File: src/rtl/eth_ctrl_pkg.sv
// rtl/eth_ctrl_pkg.sv - register map, enums and keep helpers shared by the TX packet loader
// Purpose: controller MMIO addresses, op_size / FSM state / error code enums, and
//          byte-enable helpers used by eth_tx_pkt_loader and eth_tx_tail_splitter.
// Ports:   none (package).
package eth_ctrl_pkg;

  localparam logic [15:0] TX_BUF_BASE = 16'h0800;
  localparam logic [15:0] TX_SEND     = 16'h1018;
  localparam logic [15:0] TX_READY    = 16'h101C;
  localparam logic [15:0] TX_SIZE     = 16'h1028;

  typedef enum logic [1:0] {
    OP_1B = 2'd0,
    OP_2B = 2'd1,
    OP_4B = 2'd2,
    OP_8B = 2'd3
  } op_size_e;

  typedef enum logic [2:0] {
    ST_IDLE      = 3'd0,
    ST_POLL_REQ  = 3'd1,
    ST_POLL_WAIT = 3'd2,
    ST_STREAM    = 3'd3,
    ST_SIZE      = 3'd4,
    ST_SEND      = 3'd5,
    ST_DRAIN     = 3'd6
  } state_e;

  typedef enum logic [1:0] {
    ERR_NONE         = 2'd0,
    ERR_POLL_TIMEOUT = 2'd1,
    ERR_OVERSIZE     = 2'd2,
    ERR_BAD_KEEP     = 2'd3
  } err_code_e;

  function automatic logic [3:0] keep_count(input logic [7:0] keep);
    logic [3:0] n;
    n = '0;
    for (int i = 0; i < 8; i++) begin
      n = n + {3'b000, keep[i]};
    end
    return n;
  endfunction

  // A legal tail keep is a nonzero run of ones starting at bit 0 (2^n - 1).
  function automatic logic keep_contiguous(input logic [7:0] keep);
    return (keep != 8'h00) && ((keep & (keep + 8'h01)) == 8'h00);
  endfunction

endpackage

File: src/rtl/eth_tx_tail_splitter.sv
// rtl/eth_tx_tail_splitter.sv - picks the next 4B/2B/1B MMIO piece of a partial tail beat
// Purpose: given the bytes still to write from a tail beat and how many were already
//          written, produce the next piece (largest first) LSB-aligned.
// Ports:   tail_rem    in  3   bytes of the tail not yet written (1..7)
//          tail_done   in  3   bytes of the tail already written (byte offset of this piece)
//          beat_data   in  64  the held tail beat
//          op_size     out 2   size code of this piece
//          piece_bytes out 3   byte count of this piece
//          offset      out 3   byte offset of this piece within the beat
//          piece_data  out 64  piece bytes shifted down to bit 0, upper bits zero
//          last_piece  out 1   this piece finishes the tail
module eth_tx_tail_splitter
  import eth_ctrl_pkg::*;
(
  input  logic [2:0]  tail_rem,
  input  logic [2:0]  tail_done,
  input  logic [63:0] beat_data,
  output op_size_e    op_size,
  output logic [2:0]  piece_bytes,
  output logic [2:0]  offset,
  output logic [63:0] piece_data,
  output logic        last_piece
);

  logic [63:0] shifted;

  always_comb begin
    op_size     = OP_1B;
    piece_bytes = 3'd1;
    if (tail_rem[2]) begin
      op_size     = OP_4B;
      piece_bytes = 3'd4;
    end else if (tail_rem[1]) begin
      op_size     = OP_2B;
      piece_bytes = 3'd2;
    end

    shifted = beat_data >> {tail_done, 3'b000};

    case (op_size)
      OP_4B:   piece_data = {32'd0, shifted[31:0]};
      OP_2B:   piece_data = {48'd0, shifted[15:0]};
      default: piece_data = {56'd0, shifted[7:0]};
    endcase

    last_piece = (tail_rem == piece_bytes);
  end

  assign offset = tail_done;

endmodule

File: src/rtl/eth_tx_pkt_loader.sv
// rtl/eth_tx_pkt_loader.sv - streams one packet into the ethernet controller TX buffer over MMIO
// Purpose: per packet, poll TX-ready, write the buffer (8B beats, 4/2/1B tail pieces),
//          write the size, kick send; abort into a drain on poll timeout, oversize or bad keep.
// Optional: ETH_TX_LOADER_STATS_EN adds stats_clr_i, pkt_cnt_o, byte_cnt_o.
// Ports:   clk_i, reset_n_i                      clock, async active-low reset
//          s_data_i/s_keep_i/s_last_i/s_valid_i  packet stream in; s_ready_o accepts
//          addr_o/write_en_o/read_en_o/op_size_o/write_data_o  MMIO request to controller
//          read_data_i/read_data_v_i             MMIO read response (cycle after read_en_o)
//          busy_o, sent_o, err_o, err_code_o     status
module eth_tx_pkt_loader
  import eth_ctrl_pkg::*;
#(
  parameter int buf_size_p       = 2048,
  parameter int axis_width_p     = 64,
  parameter int reg_addr_width_p = 16,
  parameter int poll_limit_p     = 100000
) (
  input  logic                        clk_i,
  input  logic                        reset_n_i,
  input  logic [axis_width_p-1:0]     s_data_i,
  input  logic [axis_width_p/8-1:0]   s_keep_i,
  input  logic                        s_last_i,
  input  logic                        s_valid_i,
  output logic                        s_ready_o,
  output logic [reg_addr_width_p-1:0] addr_o,
  output logic                        write_en_o,
  output logic                        read_en_o,
  output logic [1:0]                  op_size_o,
  output logic [axis_width_p-1:0]     write_data_o,
  input  logic [axis_width_p-1:0]     read_data_i,
  input  logic                        read_data_v_i,
  output logic                        busy_o,
  output logic                        sent_o,
  output logic                        err_o,
  output logic [1:0]                  err_code_o
`ifdef ETH_TX_LOADER_STATS_EN
  ,
  input  logic                        stats_clr_i,
  output logic [31:0]                 pkt_cnt_o,
  output logic [31:0]                 byte_cnt_o
`endif
);

  localparam int cnt_w = $clog2(buf_size_p + 1);

  state_e                state_q, state_d;
  logic [cnt_w-1:0]      byte_cnt_q, byte_cnt_d;
  logic [31:0]           poll_cnt_q, poll_cnt_d;
  logic                  tail_active_q, tail_active_d;
  logic [2:0]            tail_rem_q, tail_rem_d;
  logic [2:0]            tail_done_q, tail_done_d;
  logic                  err_q;
  err_code_e             err_code_q;
  err_code_e             abort_code;

  logic [3:0]            keep_n;
  logic                  keep_ok;
  logic [2:0]            rem_sel, done_sel;
  logic [cnt_w:0]        full_end, tail_end;
  logic [reg_addr_width_p-1:0] buf_addr;

  op_size_e              piece_op;
  logic [2:0]            piece_bytes, piece_off;
  logic [63:0]           piece_data;
  logic                  piece_last;

  logic                  unused_rd_hi;
  assign unused_rd_hi = ^read_data_i[axis_width_p-1:32];

  assign keep_n   = keep_count(s_keep_i);
  assign keep_ok  = keep_contiguous(s_keep_i);
  // The first tail piece is chosen straight from the keep; later pieces from the saved remainder.
  assign rem_sel  = tail_active_q ? tail_rem_q  : keep_n[2:0];
  assign done_sel = tail_active_q ? tail_done_q : 3'd0;
  assign full_end = {1'b0, byte_cnt_q} + (cnt_w+1)'(8);
  assign tail_end = {1'b0, byte_cnt_q} + (cnt_w+1)'(keep_n);
  // byte_cnt stays at the start of the beat until its last piece, so offset is the within-beat position.
  assign buf_addr = reg_addr_width_p'(TX_BUF_BASE) + reg_addr_width_p'(byte_cnt_q)
                  + reg_addr_width_p'(piece_off);

  eth_tx_tail_splitter u_tail_splitter (
    .tail_rem    (rem_sel),
    .tail_done   (done_sel),
    .beat_data   (s_data_i),
    .op_size     (piece_op),
    .piece_bytes (piece_bytes),
    .offset      (piece_off),
    .piece_data  (piece_data),
    .last_piece  (piece_last)
  );

  always_comb begin
    state_d       = state_q;
    byte_cnt_d    = byte_cnt_q;
    poll_cnt_d    = poll_cnt_q;
    tail_active_d = tail_active_q;
    tail_rem_d    = tail_rem_q;
    tail_done_d   = tail_done_q;
    abort_code    = ERR_NONE;
    s_ready_o     = 1'b0;
    addr_o        = '0;
    write_en_o    = 1'b0;
    read_en_o     = 1'b0;
    op_size_o     = OP_1B;
    write_data_o  = '0;
    sent_o        = 1'b0;

    case (state_q)
      ST_IDLE: begin
        byte_cnt_d    = '0;
        poll_cnt_d    = '0;
        tail_active_d = 1'b0;
        tail_rem_d    = '0;
        tail_done_d   = '0;
        if (s_valid_i) state_d = ST_POLL_REQ;
      end

      ST_POLL_REQ: begin
        read_en_o = 1'b1;
        addr_o    = reg_addr_width_p'(TX_READY);
        op_size_o = OP_4B;
        state_d   = ST_POLL_WAIT;
      end

      ST_POLL_WAIT: begin
        if (read_data_v_i) begin
          if (read_data_i[31:0] == 32'd1) begin
            state_d = ST_STREAM;
          end else begin
            // Compared before the increment: poll_limit_p retries follow the first read.
            poll_cnt_d = poll_cnt_q + 32'd1;
            if (poll_cnt_q == 32'(poll_limit_p)) begin
              abort_code = ERR_POLL_TIMEOUT;
              state_d    = ST_DRAIN;
            end else begin
              state_d = ST_POLL_REQ;
            end
          end
        end
      end

      ST_STREAM: begin
        if (s_valid_i) begin
          if (!tail_active_q && s_keep_i == '1) begin
            if (full_end > (cnt_w+1)'(buf_size_p)) begin
              abort_code = ERR_OVERSIZE;
              state_d    = ST_DRAIN;
            end else begin
              write_en_o   = 1'b1;
              addr_o       = buf_addr;
              op_size_o    = OP_8B;
              write_data_o = s_data_i;
              s_ready_o    = 1'b1;
              byte_cnt_d   = full_end[cnt_w-1:0];
              if (s_last_i) state_d = ST_SIZE;
            end
          end else if (!tail_active_q && (!s_last_i || !keep_ok)) begin
            abort_code = ERR_BAD_KEEP;
            state_d    = ST_DRAIN;
          end else if (!tail_active_q && tail_end > (cnt_w+1)'(buf_size_p)) begin
            abort_code = ERR_OVERSIZE;
            state_d    = ST_DRAIN;
          end else begin
            // Tail beat is held (ready low) until its final piece is written.
            write_en_o   = 1'b1;
            addr_o       = buf_addr;
            op_size_o    = piece_op;
            write_data_o = piece_data;
            if (piece_last) begin
              s_ready_o     = 1'b1;
              byte_cnt_d    = tail_end[cnt_w-1:0];
              tail_active_d = 1'b0;
              state_d       = ST_SIZE;
            end else begin
              tail_active_d = 1'b1;
              tail_rem_d    = rem_sel - piece_bytes;
              tail_done_d   = done_sel + piece_bytes;
            end
          end
        end
      end

      ST_SIZE: begin
        write_en_o   = 1'b1;
        addr_o       = reg_addr_width_p'(TX_SIZE);
        op_size_o    = OP_4B;
        write_data_o = axis_width_p'(byte_cnt_q);
        state_d      = ST_SEND;
      end

      ST_SEND: begin
        write_en_o = 1'b1;
        addr_o     = reg_addr_width_p'(TX_SEND);
        op_size_o  = OP_4B;
        sent_o     = 1'b1;
        byte_cnt_d = '0;
        state_d    = ST_IDLE;
      end

      ST_DRAIN: begin
        s_ready_o = 1'b1;
        if (s_valid_i && s_last_i) state_d = ST_IDLE;
      end

      default: state_d = ST_IDLE;
    endcase
  end

  always_ff @(posedge clk_i or negedge reset_n_i) begin
    if (!reset_n_i) begin
      state_q       <= ST_IDLE;
      byte_cnt_q    <= '0;
      poll_cnt_q    <= '0;
      tail_active_q <= 1'b0;
      tail_rem_q    <= '0;
      tail_done_q   <= '0;
      err_q         <= 1'b0;
      err_code_q    <= ERR_NONE;
    end else begin
      state_q       <= state_d;
      byte_cnt_q    <= byte_cnt_d;
      poll_cnt_q    <= poll_cnt_d;
      tail_active_q <= tail_active_d;
      tail_rem_q    <= tail_rem_d;
      tail_done_q   <= tail_done_d;
      // err_o lands on the first DRAIN cycle together with the new code.
      err_q         <= (abort_code != ERR_NONE);
      if (abort_code != ERR_NONE) err_code_q <= abort_code;
    end
  end

  assign busy_o     = (state_q != ST_IDLE);
  assign err_o      = err_q;
  assign err_code_o = err_code_q;

`ifdef ETH_TX_LOADER_STATS_EN
  logic [31:0] pkt_cnt_q, stat_bytes_q;
  logic [31:0] pkt_len;
  logic        pkt_sent;

  assign pkt_sent = (state_q == ST_SEND);
  assign pkt_len  = 32'(byte_cnt_q);

  // A clear coincident with a send still counts that send.
  always_ff @(posedge clk_i or negedge reset_n_i) begin
    if (!reset_n_i) begin
      pkt_cnt_q    <= '0;
      stat_bytes_q <= '0;
    end else if (stats_clr_i) begin
      pkt_cnt_q    <= pkt_sent ? 32'd1   : 32'd0;
      stat_bytes_q <= pkt_sent ? pkt_len : 32'd0;
    end else if (pkt_sent) begin
      pkt_cnt_q    <= pkt_cnt_q + 32'd1;
      stat_bytes_q <= stat_bytes_q + pkt_len;
    end
  end

  assign pkt_cnt_o  = pkt_cnt_q;
  assign byte_cnt_o = stat_bytes_q;
`endif

  poll_data_arrives: assert property (@(posedge clk_i) disable iff (!reset_n_i)
    (state_q == ST_POLL_WAIT) |-> read_data_v_i);

endmodule
File: config.mk
export PLATFORM = sky130hd
export DESIGN_NAME = eth_tx_pkt_loader
export DESIGN_NICKNAME = d
export VERILOG_FILES = /design/src/rtl/eth_ctrl_pkg.sv /design/src/rtl/eth_tx_tail_splitter.sv /design/src/rtl/eth_tx_pkt_loader.sv
export SDC_FILE = /design/constraint.sdc
export NUM_CORES = 1
export LEC_CHECK = 0
export CORE_MARGIN = 8
export CORE_UTILIZATION = 49
export CTS_CLUSTER_SIZE = 40
export DETAILED_ROUTE_END_ITERATION = 6
export GPL_TIMING_DRIVEN = 0
export PLACE_DENSITY_LB_ADDON = 0.15
export RECOVER_POWER = 50
export SYNTH_ARGS = -nofsm -noshare
export SYNTH_HDL_FRONTEND = slang
export SYNTH_HIERARCHICAL = 1
export SYNTH_SLANG_ARGS = --single-unit
File: constraint.sdc
create_clock -name clk_i -period 12.1 [get_ports clk_i]
set_input_delay 3.63 -clock clk_i [delete_from_list [all_inputs] [get_ports clk_i]]
set_output_delay 3.63 -clock clk_i [all_outputs]
set_load 0.02 [all_outputs]
# After elaboration in Yosys (flattened, before gate mapping)
# Cells that the tools add are included.
[totals]
romBits = 0
ram_bits = 0
inputBits = 141
wordCells = 168
latch_bits = 0
n_memories = 0
out_inout_bits = 90
regBits = 57
[classes]
n_reduce_logical = 25
div = 0
eq_ne = 27
bitwise = 1
n_addsub = 15
shift = 1
mul = 0
magnitude_cmp = 2
muxes = 89
[op_table]
columns = ["op", "count"]
rows = [
  ["64-bit two-way mux", 5],
  ["32-bit case mux with 2 select lines", 2],
  ["64-bit case mux with 2 select lines", 1],
  ["3-bit two-way mux", 25],
  ["12-bit two-way mux", 6],
  ["32-bit two-way mux", 2],
  ["16-bit case mux with 4 select lines", 1],
  ["64-bit by 6-bit right shift with 32-bit output", 1],
  ["14-bit two-way mux", 3],
  ["32-bit by 1-bit adder with 32-bit output, second input constant", 1],
  ["32-bit by 1-bit equality test with 1-bit output, second input constant", 1],
  ["32-bit by 17-bit equality test with 1-bit output, second input constant", 1],
  ["16-bit two-way mux", 2],
  ["13-bit by 12-bit > comparator with 1-bit output, second input constant", 2],
  ["2-bit two-way mux", 12],
  ["12-bit case mux with 2 select lines", 1],
  ["1-bit two-way mux", 21],
  ["2-bit != test, second input constant", 9],
  ["3-bit case mux with 6 select lines", 1],
  ["6-bit AND reduction", 3],
  ["4-bit by 1-bit adder with 4-bit output", 4],
  ["13-bit by 3-bit adder with 14-bit output", 1],
  ["12-bit by 12-bit adder with 13-bit output, first input constant", 1],
  ["12-bit by 4-bit adder with 13-bit output", 1],
  ["33 further kinds", 53],
]

# Longest topological paths before layout
[depth]
ltp_word = 17
ltp_mapped = 21
depth_no_buf = 19

# Hierarchy
# Netlist, hierarchy kept.
[modules_own_cells]
columns = ["mod", "seq_area_each_um2", "n_inst", "cells_each", "area_each_um2"]
rows = [
  ["eth_tx_pkt_loader", 1426.4, 1, 768, 5561.6],
  ["eth_tx_tail_splitter", 0.0, 1, 175, 1778.0],
]

# Worst setup path before layout
# Ideal clock, no wire load.
[synth_path]
path_kind = "input to output"
startpoint = "in s_keep_i[0]"
endpoint = "out addr_o[2]"
t_arrival_ns = 8.344
path_buffers = 2
setup_slack_ns = 0.126
cell_stages = 19
t_required_ns = 8.470
path_cell_list = "fa_1 -> inv_1 -> fa_1 -> fa_1 -> inv_1 -> ha_1 -> inv_1 -> fa_1 -> fa_1 -> nand2b_1 -> a21oi_1 -> mux2i_1 -> nand4b_1 -> o31a_4 -> and2_1 -> nand2b_1 -> buf_4 -> buf_6 -> o22ai_1"
[synth_via]
elab_chain_len = 15
word_cells_on_any_way = 25
classes_between = "add/sub (9); order compare (1); eq/ne (1); mux (5); bitwise (1); reduce/logical (8)"
[synth_lines]
columns = ["item", "line", "rtl"]
rows = [
  ["from (decl)", "eth_tx_pkt_loader.sv:21", "input logic [axis_width_p/8-1:0] s_keep_i,"],
  ["1-bit by 1-bit adder with 2-bit output", "eth_ctrl_pkg.sv:40", "n = n + {3'b000, keep[i]};"],
  ["2-bit by 1-bit adder with 3-bit output", "eth_ctrl_pkg.sv:40", ""],
  ["3-bit by 1-bit adder with 4-bit output", "eth_ctrl_pkg.sv:40", ""],
  ["4-bit by 1-bit adder with 4-bit output (4 in series)", "eth_ctrl_pkg.sv:40", ""],
  ["12-bit by 4-bit adder with 13-bit output", "eth_tx_pkt_loader.sv:76", "assign tail_end = {1'b0, byte_cnt_q} + (cnt_w+1)'(keep_n);"],
  ["13-bit by 12-bit > comparator with 1-bit output", "eth_tx_pkt_loader.sv:160", "end else if (!tail_active_q && tail_end > (cnt_w+1)'(buf_size_p)) begin"],
  ["1-bit logical AND", "eth_tx_pkt_loader.sv:160", ""],
  ["14-bit two-way mux", "eth_tx_pkt_loader.sv:160", ""],
  ["14-bit two-way mux", "eth_tx_pkt_loader.sv:157", "end else if (!tail_active_q && (!s_last_i || !keep_ok)) begin"],
  ["16-bit two-way mux *", "eth_tx_pkt_loader.sv:144", "if (!tail_active_q && s_keep_i == '1) begin"],
  ["16-bit two-way mux *", "eth_tx_pkt_loader.sv:143", "if (s_valid_i) begin"],
  ["16-bit case mux with 4 select lines *", "eth_tx_pkt_loader.sv:108", "case (state_q)"],
  ["to (decl)", "eth_tx_pkt_loader.sv:25", "output logic [reg_addr_width_p-1:0] addr_o,"],
]
# Mark *: on every way between the ends. The rest lies on a longest branch, timed or not.

# Worst setup path after layout
[layout_path]
startpoint = "in s_keep_i[3]"
endpoint = "out write_data_o[9]"
[layout_via]
elab_chain_len = 15
word_cells_on_any_way = 29
classes_between = "add/sub (7); order compare (1); eq/ne (3); mux (9); bitwise (1); reduce/logical (8)"
[layout_lines]
columns = ["item", "line", "rtl"]
rows = [
  ["parallel branches: the longest is 12 deep, another holds 12-bit by 4-bit adder with 13-bit output", "--", ""],
  ["64-bit two-way mux *", "eth_tx_pkt_loader.sv:144", ""],
  ["64-bit two-way mux *", "eth_tx_pkt_loader.sv:143", ""],
  ["64-bit case mux with 2 select lines *", "eth_tx_pkt_loader.sv:108", ""],
  ["to (decl)", "eth_tx_pkt_loader.sv:29", "output logic [axis_width_p-1:0] write_data_o,"],
]
# Every way passes the cells marked *.

==> flow_summary_export.csv <==
group,metric,value,unit
run_status,outcome,"complete, but fails checks",
run_status,violations,"max-capacitance violations, max-slew violations, negative setup slack",
critical_path,critPathMaxFanout,10,
yosys,synth-edff-count,0,
pwr,vdd.ir_drop.worst,0.0806,mV
routing,num_vias,8681,
clock_tree,clk_latency,0.34,ns
die,dieHeight,138,um
clock_tree,clk_pin_slew_worst_paths,0.05,ns
die,die_w,138,um
pwr,p_clk_share,25.9,%
placement,gp_congestion,0.963,
sta,relSlewSlack,-15.4,%
yosys,syn_area,7340,um^2
finish,area_growth,51.4,%
yosys,synth.distinct_cells,78,
clock_tree,ctsHoldBuffers,0,
finish,layout.cells.non_filler,1388,
routing,drt-total-wl,29700,um
sta,rsz0062_at_grt,"true",
routing,postRouteAntennaNets,0,
sta,worst_slack,-0.176,ns
pwr,internal_power,0.637,mW
yosys,synth_area_leaders,"dfrtp_1 (19%), mux4_2 (9.5%), nand2_1 (8.6%)",
critical_path,criticalPathCategory,"input port to output pin",
sta,fmax,81.5,MHz
finish,finalNetCount,1366,
sta,fin_skew,0.0168,ns
worst_hold_path,worstHoldPathCells,2,
yosys,synth_top_area_cell,"dfrtp_1",
run,drv_cap,1,
sta,hold_viol,0,
pwr,p_switching,0.462,mW
critical_path,start_kind,"input port",
clock_tree,cts_tree,"done",
yosys,ys_seq_area_share,19.4,%
sta,setup_viol,80,
critical_path,crit_required,8.47,ns
routing,wl_per_cell,21.4,um
placement,placed_cells,1356,
pwr,p_per_area,98.9,nW/um^2
finish,mostFrequentLayoutCells,"nand2_1 (169), clkdlybuf4s50_1 (107), buf_6 (75)",
yosys,postSynthCellCount,943,
placement,io_buffers,195,
yosys,synth.top_cell.area_share,19.4,%
die,start_util,50.3,%
yosys,synth.avg_cell_area,7.78,um^2
global_route,grtUsageTotal,29.4,%
yosys,synthFlopType,"dfrtp_1",
die,num_rows,44,
yosys,async_reset_ff_share,100,%
finish,fin_area,11100,um^2
global_route,grt-ovfl-total,0,
pwr,switching_share,42.0,%
sta,finalCritPeriodShare,101,%
clock_tree,cts_max_path_buffers,2,
sta,fin_crit,12.28,ns
global_route,grt_pass1_vias,8423,
sta,final_max_slew_viol_count,31,
finish,drive_gt1_share,27.9,%
worst_hold_path,worstHoldPathType,"flip-flop to flip-flop",
yosys,ys_warn_count,6,
finish,final_common_cell,"nand2_1",
global_route,grt_first_pass_wirelength,45900,um
pwr,p_leak,4.36,nW
die,core-area,14600,um^2
routing,drtIter0Drc,1042,
die,dieArea,19200,um^2
critical_path,endpoint_kind,"output pin",
yosys,synth-seq-cells,57,
clock_tree,htreeDepth,3,
sta,whs,0.507,ns
clock_tree,clock_sinks,57,
critical_path,worst-r2r-cell-count,15,
placement,dpl.hpwl,21400,um
routing,viasPerCell,6.25,
routing,drtPass1Iterations,6,
pwr,seqPwrFrac,20.9,%
placement,placed_area,9660,um^2
clock_tree,clockRootBuffer,"clkbuf_16",
global_route,antenna_found_initial,2,
pwr,combPwrFrac,53.2,%
clock_tree,numCtsBuffers,9,
critical_path,cp_data_arrival_time,8.65,ns
global_route,grt_start_max_net_pins,31,
die,ios,231,
sta,tightest_slew,1.73,ns
routing,drc,0,
layout make-up:
type / count / area, um^2
Multi-Input combinational cell: 773 / 5970
Fill cell: 1043 / 3470
Timing Repair Buffer: 213 / 2240
Sequential cell: 57 / 1430
Buffer: 106 / 759
Clock buffer: 13 / 270
Tap cell: 184 / 230
Inverter: 39 / 146
Clock inverter: 2 / 60.1
Antenna cell: 1 / 2.50
through the flow:
step           util [%]  setup TNS (ns)  total power, mW  setup slack [ns]
2_1_floorplan         -               0            0.541             0.126
3_3_place_gp       66.1         -104.46            0.727             -1.44
3_5_place_dp       66.2         -105.56            0.733             -1.44
4_1_cts            73.7           -7.27             1.06            -0.126
5_1_grt            76.2          -17.16             1.16            -0.264
6_report           76.2           -9.35             1.10            -0.176
synth_stat cells (14+ instances only):
cell type and instances:
a21oi_1 85, o21ai_1 28, clkbuf_1 36, xnor2_1 22
ha_1 18, buf_4 46, inv_1 37, nand2_1 169
nor4_1 15, o21ai_0 29, buf_6 14, mux4_2 31
nand3_1 23, nor2_1 71, xor2_1 19, mux2i_1 33
dfrtp_1 57, nand4_1 21
cell families after synthesis:
logic type / after synthesis / share of synthesized area, %
other cells: 2 / 0.102
compound gates: 214 / 18.3
simple gates: 382 / 24.5
xor+xnor: 41 / 4.89
mux: 75 / 15.9
buf+inv: 146 / 11.6
flops: 57 / 19.4
fa+ha+maj: 26 / 5.25
flip-flops by register name (all words and copies together) (netlist names):
register,flops
byte_cnt_q,12
err_code_o,2
err_o,1
poll_cnt_q,32
state_q,3
tail_active_q,1
tail_done_q,3
tail_rem_q,3
final timing paths:
check | endpoint | slack, ns | startpoint
min in group asynchronous | poll_cnt_q[29] | 3.63 | reset_n_i
worst max register to register | byte_cnt_q[8] | 8.39 | byte_cnt_q[0]
worst min register to register | err_code_o[1] | 0.51 | err_code_o[1]
worst min-delay path | err_code_o[1] | 0.51 | err_code_o[1]
max in group asynchronous | byte_cnt_q[3] | 6.20 | reset_n_i
worst max-delay path | write_data_o[9] | -0.18 | s_keep_i[3]
layer usage:
| layer | global-route usage [%] | up-vias | routed length [um] |
|---|---|---|---|
| li1 | - | 3803 | - |
| met1 | 36.4 | 4099 | 11200 |
| met2 | 46.3 | 649 | 14000 |
| met3 | 8.42 | 128 | 3280 |
| met4 | 13.4 | 2 | 1280 |
| met5 | 0 | - | 10 |
power groups by stage:
| stage | logic, mW | clock network [mW] | registers (mW) |
|---|---|---|---|
| after floorplan | 0.308 | 0 | 0.232 |
| after global placement | 0.496 | 0 | 0.232 |
| after detailed placement | 0.502 | 0 | 0.231 |
| after CTS | 0.548 | 0.285 | 0.229 |
| after global routing | 0.628 | 0.297 | 0.232 |
| final | 0.585 | 0.285 | 0.230 |
worst max-delay path, cell delays in order:
cell and delay (ns):
buf_8 0.10, fa_1 0.53, inv_1 0.05, fa_1 0.45
fa_1 0.49, inv_1 0.04, ha_2 0.17, inv_2 0.05
fa_2 0.47, fa_2 0.37, nand2b_4 0.19, buf_6 0.13
a21oi_4 0.18, mux2i_2 0.27, nand4b_1 0.19, o31a_4 0.32
and2_4 0.16, nand2b_4 0.18, buf_12 0.17, buf_6 0.16
o21ai_2 0.17, buf_6 0.14
what timing repair did:
action,CTS,global route
buffers inserted,5,6
setup endpoints to repair,81,81
cloned,5,1
gates resized for setup,609,61
pin swaps,20,10
No activity file was read; power rests on OpenSTA's default activity.
==> RTL edit (same flow settings) <==
The option `ETH_TX_LOADER_STATS_EN` is turned on by a define.
--- a/src/rtl/eth_tx_pkt_loader.sv
+++ b/src/rtl/eth_tx_pkt_loader.sv
@@ -9,2 +9,4 @@
 //          busy_o, sent_o, err_o, err_code_o     status
+`define ETH_TX_LOADER_STATS_EN
+
 module eth_tx_pkt_loader
Ports: changed (added byte_cnt_o, pkt_cnt_o and stats_clr_i); port bits go from 231 to 296. The function was not compared with the original's and may differ.
==> RTL edit against the original RTL <==
  * Total power up 40%
  * The run ends with max-capacitance violations, max-slew violations left
  * Sequential power rose by 93%
  * Synthesized area grew 48%
  * Sequential cell count increased by 64
  * Critical path type unchanged
  * Clock power rose by 77%
  * Global-route usage shrank 1.3 points
  * Via count up 34%
  * Worst setup slack gained 0.20 ns
  * Cell count rose by 41%
  * Wire length increased by 33%
  * First-iteration DRC count up 19%
  * Critical endpoint is now write_data_o[16]
  * Non-clock buffer count rose by 87
  * Largest power group unchanged
  * Cell area is 38% higher
  * Largest cell class unchanged
==> RTL edit: results (changes against the original RTL) <==
{
  "setup_path": {
    "crit_path_end": "write_data_o[16]",
    "rr_worst_depth": {"value": 11, "change": "-4"}
  },
  "cells_and_area": {
    "proportion_of_cell_area_occupied_by_registers": {"value": 19.7, "unit": "%", "change": "+6.9 points"},
    "final_layout_non_clock_buffer_area_share": {"value": 23.8, "unit": "%", "change": "-3.3 points"},
    "final.clkbuf_count": {"value": 17, "change": "+4"}
  },
  "routing": {
    "detail_route.wl_per_cell": {"value": 20.1, "unit": "µm", "change": "-6.0%"},
    "met2_wirelength": {"value": 19200, "unit": "µm", "change": "+38%"},
    "number_of_drc_markers_in_iteration_0": {"value": 1237, "change": "+19%"},
    "met3WireLength": {"value": 3540, "unit": "µm", "change": "+8.0%"}
  },
  "pwr": {
    "peak_vdd_ir": {"value": 78.3, "unit": "µV", "change": "-2.9%"}
  },
  "run_status": {
    "failed_checks": "max-capacitance violations, max-slew violations",
    "outcome": "complete, but fails checks"
  },
  "grt": {
    "global_route.usage.met2": {"value": 47.4, "unit": "%", "change": "+1.1 points"},
    "antenna_found_initial": {"value": 0, "change": "-2"},
    "grt_start_max_net_pins": {"value": 63, "change": "+100%"},
    "use_met3": {"value": 6.33, "unit": "%", "change": "-2.1 points"}
  },
  "synth": {
    "ys_seq_elements": {"value": 121, "change": "+110%"},
    "part_of_the_yosys_area_used_for_sequential_elements": {"value": 27.9, "unit": "%", "change": "+8.5 points"},
    "synth.distinct_cells": {"value": 72, "change": "-7.7%"},
    "synth_area_leaders": "dfrtp_1 (28%), nand2_1 (7.5%), mux4_2 (6.4%)",
    "synth_compound_gate_area_share": {"value": 16.6, "unit": "%", "change": "-1.7 points"}
  },
  "min_path": {
    "min_path_cells": {"value": 1, "change": "-1"}
  },
  "timing": {
    "whs": {"value": 0.491, "unit": "ns", "change": "-0.0164 ns"},
    "final_max_tran_viols": {"value": 124, "change": "+300%"},
    "worst_pin_slew": {"value": 3.29, "unit": "ns", "change": "+1.56 ns"}
  },
  "clocking": {
    "clock_insertion_delay_worst_skew": {"value": 0.42, "unit": "ns", "change": "+0.08 ns"}
  },
  "flow_run": {
    "drv_cap": {"value": 2, "change": "+1"}
  }
}
## RTL edit: cell types whose count changed after synthesis, sizes merged, moves of 12 or more
cell    before  now
a21oi       85  105
clkbuf      36   48
dfrtp       57  121
ha          18   31
nand2      170  216
nand3       23   42
nor2        72  132
xnor2       22   45
xor2        19   57
## RTL edit: per-stage QoR
step                      cells  worst slack, ns  instance area (µm²)  total power, mW
final                      1963           0.0290                15400             1.54
after global routing       1963           -0.107                15400             1.61
after CTS                  1955          0.00548                14700             1.52
after detailed placement   1907            -1.24                13900             1.00
after global placement     1906            -1.18                13900            0.992
after floorplan            1367            0.346                11000            0.787
## RTL edit: power by group
group	switching [mW]	leakage [nW]	total, mW	internal (mW)
registers	0.0229	1.68	0.444	0.421
logic	0.368	4.35	0.595	0.226
clock network	0.229	0.279	0.504	0.275
total	0.620	6.31	1.54	0.922
